**src/rtl/iz_param_loader.sv**
```systemverilog
// iz_param_loader
// Byte-serial loader for the Izhikevich neuron a/b/c/d parameter set.
// A frame has the form HEADER, eight data bytes (big-endian a,b,c,d), then an
// XOR checksum of the data bytes. The shadow set is committed to the outputs
// on a single edge only when the checksum matches, so the neuron never sees a
// partial set. While a frame is in flight the neuron is paused (params_ready low).
module iz_param_loader #(
    parameter logic [7:0]         HEADER         = 8'hA5,
    parameter int unsigned        TIMEOUT_CYCLES = 255,
    parameter logic signed [15:0] DEF_A          = 16'sd1,
    parameter logic signed [15:0] DEF_B          = 16'sd13,
    parameter logic signed [15:0] DEF_C          = -16'sd4160,
    parameter logic signed [15:0] DEF_D          = 16'sd512,
    parameter bit                 DEFAULTS_VALID = 1'b0
) (
    input  logic        clk,
    input  logic        reset,
    input  logic [7:0]  load_data,
    input  logic        load_valid,
    output logic [15:0] param_a,
    output logic [15:0] param_b,
    output logic [15:0] param_c,
    output logic [15:0] param_d,
    output logic        params_ready,
    output logic        load_busy,
    output logic        frame_done,
    output logic        load_error
);

    localparam logic [1:0]  ST_IDLE   = 2'd0;
    localparam logic [1:0]  ST_DATA   = 2'd1;
    localparam logic [1:0]  ST_CSUM   = 2'd2;
    localparam logic [16:0] TMO_LIMIT = 17'(TIMEOUT_CYCLES);

    // Running checksum: plain XOR of every data byte.
    function automatic logic [7:0] csum_update(input logic [7:0] acc, input logic [7:0] b);
        csum_update = acc ^ b;
    endfunction

    logic [1:0]  state_r, state_s;
    logic [2:0]  cnt_r, cnt_s;
    logic [7:0]  csum_r, csum_s;
    logic [15:0] tmo_r, tmo_s;
    logic [16:0] tmo_inc_s;
    logic        valid_r, valid_s;
    logic        err_s;
    logic        shadow_we_s;
    logic        commit_s;
    logic [7:0]  shadow_r [0:7];

    logic [15:0] param_a_r, param_b_r, param_c_r, param_d_r;
    logic        params_ready_r, load_busy_r, frame_done_r, load_error_r;

    assign tmo_inc_s = {1'b0, tmo_r} + 17'd1;

    // Next-state decode for the frame parser, checksum and idle timeout.
    always_comb begin
        state_s     = state_r;
        cnt_s       = cnt_r;
        csum_s      = csum_r;
        tmo_s       = tmo_r;
        valid_s     = valid_r;
        err_s       = load_error_r;
        shadow_we_s = 1'b0;
        commit_s    = 1'b0;
        case (state_r)
            ST_IDLE: begin
                if (load_valid && (load_data == HEADER)) begin
                    state_s = ST_DATA;
                    cnt_s   = 3'd0;
                    csum_s  = 8'h00;
                    tmo_s   = 16'd0;
                    err_s   = 1'b0;
                end else begin
                    state_s = ST_IDLE;
                end
            end
            ST_DATA: begin
                if (load_valid) begin
                    shadow_we_s = 1'b1;
                    csum_s      = csum_update(csum_r, load_data);
                    cnt_s       = cnt_r + 3'd1;
                    tmo_s       = 16'd0;
                    if (cnt_r == 3'd7) begin
                        state_s = ST_CSUM;
                    end else begin
                        state_s = ST_DATA;
                    end
                end else if (tmo_inc_s == TMO_LIMIT) begin
                    state_s = ST_IDLE;
                    tmo_s   = 16'd0;
                    err_s   = 1'b1;
                end else begin
                    tmo_s = tmo_inc_s[15:0];
                end
            end
            ST_CSUM: begin
                if (load_valid) begin
                    state_s = ST_IDLE;
                    tmo_s   = 16'd0;
                    if (load_data == csum_r) begin
                        commit_s = 1'b1;
                        valid_s  = 1'b1;
                    end else begin
                        err_s = 1'b1;
                    end
                end else if (tmo_inc_s == TMO_LIMIT) begin
                    state_s = ST_IDLE;
                    tmo_s   = 16'd0;
                    err_s   = 1'b1;
                end else begin
                    tmo_s = tmo_inc_s[15:0];
                end
            end
            default: begin
                state_s = ST_IDLE;
                tmo_s   = 16'd0;
            end
        endcase
    end

    // Control state and registered status flags.
    always_ff @(posedge clk or posedge reset) begin
        if (reset) begin
            state_r        <= ST_IDLE;
            cnt_r          <= 3'd0;
            csum_r         <= 8'h00;
            tmo_r          <= 16'd0;
            valid_r        <= DEFAULTS_VALID;
            params_ready_r <= DEFAULTS_VALID;
            load_busy_r    <= 1'b0;
            frame_done_r   <= 1'b0;
            load_error_r   <= 1'b0;
        end else begin
            state_r        <= state_s;
            cnt_r          <= cnt_s;
            csum_r         <= csum_s;
            tmo_r          <= tmo_s;
            valid_r        <= valid_s;
            params_ready_r <= valid_s && (state_s == ST_IDLE);
            load_busy_r    <= (state_s == ST_DATA) || (state_s == ST_CSUM);
            frame_done_r   <= commit_s;
            load_error_r   <= err_s;
        end
    end

    // Shadow byte store; the byte counter selects the slot.
    always_ff @(posedge clk or posedge reset) begin
        if (reset) begin
            for (int i = 0; i < 8; i++) begin
                shadow_r[i] <= 8'h00;
            end
        end else if (shadow_we_s) begin
            shadow_r[cnt_r] <= load_data;
        end else begin
            shadow_r[cnt_r] <= shadow_r[cnt_r];
        end
    end

    // Atomic commit of all four parameters on a good checksum.
    always_ff @(posedge clk or posedge reset) begin
        if (reset) begin
            param_a_r <= DEF_A;
            param_b_r <= DEF_B;
            param_c_r <= DEF_C;
            param_d_r <= DEF_D;
        end else if (commit_s) begin
            param_a_r <= {shadow_r[0], shadow_r[1]};
            param_b_r <= {shadow_r[2], shadow_r[3]};
            param_c_r <= {shadow_r[4], shadow_r[5]};
            param_d_r <= {shadow_r[6], shadow_r[7]};
        end else begin
            param_a_r <= param_a_r;
            param_b_r <= param_b_r;
            param_c_r <= param_c_r;
            param_d_r <= param_d_r;
        end
    end

    assign param_a      = param_a_r;
    assign param_b      = param_b_r;
    assign param_c      = param_c_r;
    assign param_d      = param_d_r;
    assign params_ready = params_ready_r;
    assign load_busy    = load_busy_r;
    assign frame_done   = frame_done_r;
    assign load_error   = load_error_r;

endmodule
```
**config.mk**
```make
export PLATFORM = sky130hd
export DESIGN_NAME = iz_param_loader
export DESIGN_NICKNAME = d
export VERILOG_FILES = /design/src/rtl/iz_param_loader.sv
export SDC_FILE = /design/constraint.sdc
export NUM_CORES = 1
export LEC_CHECK = 0
export ABC_AREA = 0
export CAP_MARGIN = 20
export CELL_PAD_IN_SITES_DETAIL_PLACEMENT = 0
export CELL_PAD_IN_SITES_GLOBAL_PLACEMENT = 1
export CORE_MARGIN = 5
export CORE_UTILIZATION = 40
export CTS_BUF_LIST = sky130_fd_sc_hd__clkbuf_4
export CTS_CLUSTER_SIZE = 14
export DETAILED_ROUTE_END_ITERATION = 8
export GPL_TIMING_DRIVEN = 0
export PLACE_DENSITY_LB_ADDON = 0.1
export SLEW_MARGIN = 25
export SYNTH_ARGS = -nofsm -noshare
export SYNTH_HDL_FRONTEND = slang
export SYNTH_SLANG_ARGS = --single-unit
```
**constraint.sdc**
```tcl
create_clock -name clk -period 5.6 [get_ports clk]
set_input_delay 0.56 -clock clk [delete_from_list [all_inputs] [get_ports clk]]
set_output_delay 0.56 -clock clk [all_outputs]
set_load 0.01 [all_outputs]
```
-- Word-level counts from Yosys, hierarchy flattened
Index checks and enable logic that the tools add are counted.
- multiplexer cells: 38
- eq/ne operators: 12
- bitwise gates (word level): 2
- reductions and logical operators: 11
- $lt $le $gt $ge: 2
- add/sub/neg operators: 2
- operator list (cell ; count):
    $bwmux 64 ; 2
    $mux 64 ; 1
    $mux 16 ; 3
    $mux 8 ; 5
    $pmux 16 s2 ; 1
    $bmux 8 s3 ; 1
    $demux 8 s3 ; 1
    $add 16x1->17 const B ; 1
    $eq 17x8->1 const B ; 1
    $pmux 8 s2 ; 1
    $mux 1 ; 14
    $eq 8x8->1 ; 1
    $eq 8x8->1 const B ; 1
    $mux 2 ; 4
    $xor 8x8->8 ; 1
    $mux 3 ; 2
    $ne 2x2->1 const B ; 3
    $pmux 2 s3 ; 1
    $pmux 3 s2 ; 1
    $eq 2x1->1 const B ; 2
    $eq 2x2->1 const B ; 2
    $ge 4x4->1 const B ; 1
    $logic_not 2->1 ; 2
    $lt 4x1->1 const B ; 1
    12 further kinds ; 14
- input bits: 11
- word-level logic and storage cells: 88
- register bits after elaboration: 162
- output and inout bits: 68

-- Logic depth before layout (Yosys ltp)
- depth in word-level cells: 7
- mapped depth: 11
- depth with buffers taken out: 10

-- Least setup slack after synthesis
No wires, ideal clock.
- kind: register to register
- from: reg tmo_r[1]
- to: reg params_ready_r, in the netlist params_ready
- cell stages (with the launch flop): 12
- required time: 5481 ps
- clock period less this slack: 2361 ps
- library setup time: 119 ps
- setup slack: 3239 ps
- arrival: 2242 ps
- path buffers: 1
- path through: dfrtp_1 > ha_1 > nand3_1 > buf_2 > nor3_2 > nor3_1 > a31oi_1 > nand4bb_1 > o211a_1 > a21oi_1 > ha_1 > and2_1
- word-level cells in the longest chain between the ends: 7
- elaborated cells between the ends (all ways): 8
- those cells by class: add/sub (1); eq/ne (1); mux (4); reduce/logical (2)
- RTL lines (what ; RTL line ; RTL):
    start, declared ; 43 ; logic [15:0] tmo_r, tmo_s;
    start signal, assigned ; 138 ; tmo_r <= tmo_s;
    $add 16x1->17 * ; 54 ; assign tmo_inc_s = {1'b0, tmo_r} + 17'd1;
    $eq 17x8->1 * ; 89, 107 ;
    $mux 2 * ; 89, 107 ;
    $mux 2 (on tied branches) ; 98, 79 ;
    $pmux 2 s3 * ; 66 ; case (state_r)
    $logic_not 2->1 * ; 140 ; params_ready_r <= valid_s && (state_s == ST_IDLE);
    $logic_and 1x1->1 * ; 140 ;
    end signal, assigned ; 140 ;
    end, declared ; 52 ; logic params_ready_r, load_busy_r, frame_done_r, load_error_r;
Every way passes the cells marked *; elsewhere a longest branch is shown, timed or not.
A chain may end at the register's enable or synchronous reset.

-- Worst setup path after layout
- from: reg cnt_r[0]
- to: reg shadow_r[43] in the netlist's numbering
- word-level cells in the longest chain between the ends: 7
- elaborated cells between the ends (all ways): 12
- those cells by class: order compare (2); mux (8); bitwise (1); reduce/logical (1)
- RTL lines (what ; RTL line ; RTL):
    start, declared ; 41 ; logic [2:0] cnt_r, cnt_s;
    start signal, assigned ; 136 ; cnt_r <= cnt_s;
    $not 3->4 (implied by the code) * ; 154, 156 ;
    $ge 4x4->1 (implied by the code) or $lt 4x1->1 (tied branches) ; 154, 156 ;
    $logic_and 1x1->1 (implied by the code) ; 154, 156 ;
    $mux 8 (implied by the code) ; 154, 156 ;
    $demux 8 s3 ; 154, 156 ;
    $bwmux 64 (on tied branches) ; 156, 154 ;
    $mux 64 * ; 153 ; end else if (shadow_we_s) begin
    end signal, assigned by index ; 154 ; shadow_r[cnt_r] <= load_data;
    end signal, assigned by index ; 156 ; shadow_r[cnt_r] <= shadow_r[cnt_r];
    end, declared ; 49 ; logic [7:0] shadow_r [0:7];
Every way passes the cells marked *; elsewhere a longest branch is shown, timed or not. The select of a mux whose other input is x is not followed.

==> run_results.csv <==
group,metric,value,unit
run_status,status,"finished, final reports clean",
sta,setup_violations,0,
logic_synthesis,ys_seq_area_share,54.42,%
grt,grt_pass1_wl,31.82,mm
power,ir_drop,0.1486,mV
placed_design,hpwlAfterDp,14.50,mm
power,leakagePower,3.840,nW
critical_path,r2r_start,"cnt_r[0]",
placed_design,io_buffers,78,
cells_and_area,area_growth,18.70,%
power,power_switching,0.5101,mW
logic_synthesis,netlist_area,7481,um^2
critical_path,critPathLaunchType,"register",
grt,grt_start_max_net_pins,84,
grt,grt_util_all_layers,18.79,%
route,postRouteAntennaNets,0,
clock_tree,cts_sinks,162,
min_path,min_path_type,"in2async",
clock_tree,cts_root_buf,"clkbuf_4",
placed_design,gp_congestion,0.8692,
critical_path,critical_path_buf_inv_count,2,
clock_tree,cts.clk_slew.worst_paths,0.14,ns
floorplan,start_util,40.26,%
route,drtPass1Iterations,5,
cells_and_area,fillers,1744,
placed_design,pre_cts_slack,2.081,ns
route,drt_iter0_markers,384,
power,swShare,25.66,%
route,viasPerCell,5.406,
cells_and_area,final_common_cell,"dfrtp_1",
clock_tree,clk_latency,0.56,ns
floorplan,die_h,146.8,um
critical_path,end_kind,"register",
clock_tree,cts_htree_levels,4,
clock_tree,clock_path_buffers,2,
critical_path,r2r_setup_slack,2.40,ns
critical_path,path_max_fanout,10,
critical_path,cp_num_cells,7,
logic_synthesis,async_flop_share,100.0,%
sta,clock_skew,0.02430,ns
route,vias,5530,
power,powerDensity,223.9,nW/um^2
clock_tree,cts_setup_buffers,0,
sta,finalMaxSlewViolations,0,
clock_tree,cts_inserted_buffers,17,
clock_tree,cts_tree,"built",
power,p_int,1.478,mW
logic_synthesis,synth_edf_count,0,
sta,finalHoldViolations,0,
logic_synthesis,synth_cell_type_count,65,
floorplan,rows,50,
logic_synthesis,synth_ff_type,"dfrtp_1",
sta,hold_slack,0.4602,ns
critical_path,timing.rr.end,"shadow_r[43]",
critical_path,crit_top_cell,"clkbuf_1",
critical_path,path_class,"reg2reg",
route,wl,20.00,mm
logic_synthesis,syn-num-nets,698,
logic_synthesis,yosysWarnings,0,
sta,tightest_slew,1.087,ns
cells_and_area,mostFrequentLayoutCells,"dfrtp_1 (148), o21ai_0 (92), nand2_1 (92)",
job,max_cap_viol_count,0,
critical_path,slowest_delay,0.83,ns
sta,slew_headroom,27.53,%
cells_and_area,drive_gt1_share,18.88,%
route,wl_per_cell,19.55,um
floorplan,coreArea,18580,um^2
grt,overflow,0,
cells_and_area,fin_nets,796,
route,remaining_drc_errors,0,
critical_path,required,6.00,ns
placed_design,dp_cells,991,
cells_and_area,final_cell_count_no_fill,1023,
critical_path,crit_arrival,3.61,ns
critical_path,crit_path_top_delay_cell,"a21oi_1",
critical_path,cp_top_family,"compound AO/OA/AOI/OAI gates",
floorplan,fp.dieW,146.8,um
critical_path,rr_worst_depth,7,
logic_synthesis,avgSynthCellArea,11.03,um^2
sta,period_needed,3.205,ns
power,p_seq_share,59.6,%
power,clkPwrFrac,36.3,%
sta,min_period_over_period,57.23,%
sta,fin_ws,2.395,ns
floorplan,ioPinCount,79,
cells_and_area,diodes,0,
grt,antenna_found_initial,0,
logic_synthesis,synthCells,678,
logic_synthesis,ys_ff_latch,162,
clock_tree,cts_hold_buf,0,
clock_tree,cts_resized,0,
power,p_comb_share,4.1,%
sta,clock.fmax,312.0,MHz
floorplan,dieArea,21540,um^2
grt,grt_pass1_vias,5646,
critical_path,crit_chain,"clkbuf_1, clkbuf_1, mux4_2, mux2i_1, nor2_1, a21oi_1, o21ai_0",
sta,rsz0062_at_grt,"no",
## per-stage QoR
stage	utilization, %	cell area [um^2]	TNS (ns)	power, mW
2_1_floorplan	-	7481	0	1.245
3_3_place_gp	46.04	8554	-209.83	1.285
3_5_place_dp	46.23	8589	0	1.290
4_1_cts	47.79	8880	0	2.012
5_1_grt	47.79	8880	0	2.071
6_report	47.79	8880	0	1.988
## Yosys cell counts, types with 2 or more instances
cell type	n	share of area, %
o21ai_1	8	0.54
inv_1	11	0.55
a21o_1	5	0.50
nand2_1	92	4.6
a21oi_1	13	0.87
o21ai_0	94	6.3
nor2_1	23	1.2
mux2i_1	14	1.9
clkbuf_1	28	1.4
xnor2_1	11	1.3
a221oi_1	2	0.23
a31oi_1	3	0.25
or3_1	4	0.33
o221ai_1	2	0.23
o211a_1	2	0.27
nand2b_1	9	0.75
buf_2	11	0.74
dfrtp_1	148	50
a22oi_1	2	0.20
nor3_1	9	0.60
nand4_1	9	0.75
buf_1	2	0.10
nor2b_1	5	0.42
a32o_1	2	0.27
nand4_2	2	0.33
and2_1	3	0.25
mux2_2	76	11
o211ai_1	3	0.30
o2bb2ai_1	2	0.23
dfstp_2	14	4.9
mux4_2	4	1.2
a22o_1	3	0.35
and4_1	2	0.23
a32oi_1	2	0.23
ha_1	9	1.5
nand3_1	15	1.0
nor4_1	4	0.33
nand3b_1	2	0.20
o31ai_1	2	0.20
## registers in the layout, indices dropped and copies added, names as in the netlist, 2 cells and up
name / flops
shadow_r: 64
param_c: 16
param_a: 16
cnt_r: 3
csum_r: 8
state_r: 2
param_d: 16
param_b: 16
tmo_r: 16
## routing by layer
| metal | global-route usage [%] | share of wire, % | up-vias |
|---|---|---|---|
| met5 | 0 | 0 | - |
| met4 | 4.939 | 1.7 | 0 |
| met3 | 4.473 | 4.0 | 22 |
| met2 | 30.38 | 48 | 109 |
| met1 | 25.54 | 46 | 2779 |
| li1 | - | - | 2620 |
## cell type report
class | count | area (um^2) | area share [%]
Buffer | 43 | 186.4 | 2.099
Clock buffer | 18 | 135.1 | 1.522
Clock inverter | 14 | 155.1 | 1.747
Inverter | 11 | 48.80 | 0.5495
Multi-Input combinational cell | 462 | 3182 | 35.83
Sequential cell | 162 | 4071 | 45.85
Tap cell | 234 | 292.8 | 3.297
Timing Repair Buffer | 79 | 808.3 | 9.102
## power by group through the flow
stage	logic (mW)	clock network, mW	registers, mW
after detailed placement	0.0840	0	1.21
after global routing	0.0914	0.794	1.19
after floorplan	0.0427	0	1.20
after CTS	0.0838	0.744	1.18
after global placement	0.0793	0	1.21
final	0.0818	0.722	1.18
## how the worst max path moves through the flow
stage                   endpoint         start
floorplan               cnt_r[0]         reset
global placement      param_c[5]         reset
detailed placement   param_d[11]  load_data[4]
CTS                 shadow_r[43]      cnt_r[0]
global route        shadow_r[43]      cnt_r[0]
finish              shadow_r[43]      cnt_r[0]
## cells by family after synthesis
logic type	Yosys count	synth area share, %
mux	94	14.52
simple gates	193	12.86
fa+ha+maj	9	1.505
buf+inv	54	3.044
flops	162	54.42
compound gates	154	12.24
xor+xnor	12	1.405
Power figures use the tool's default switching activity.
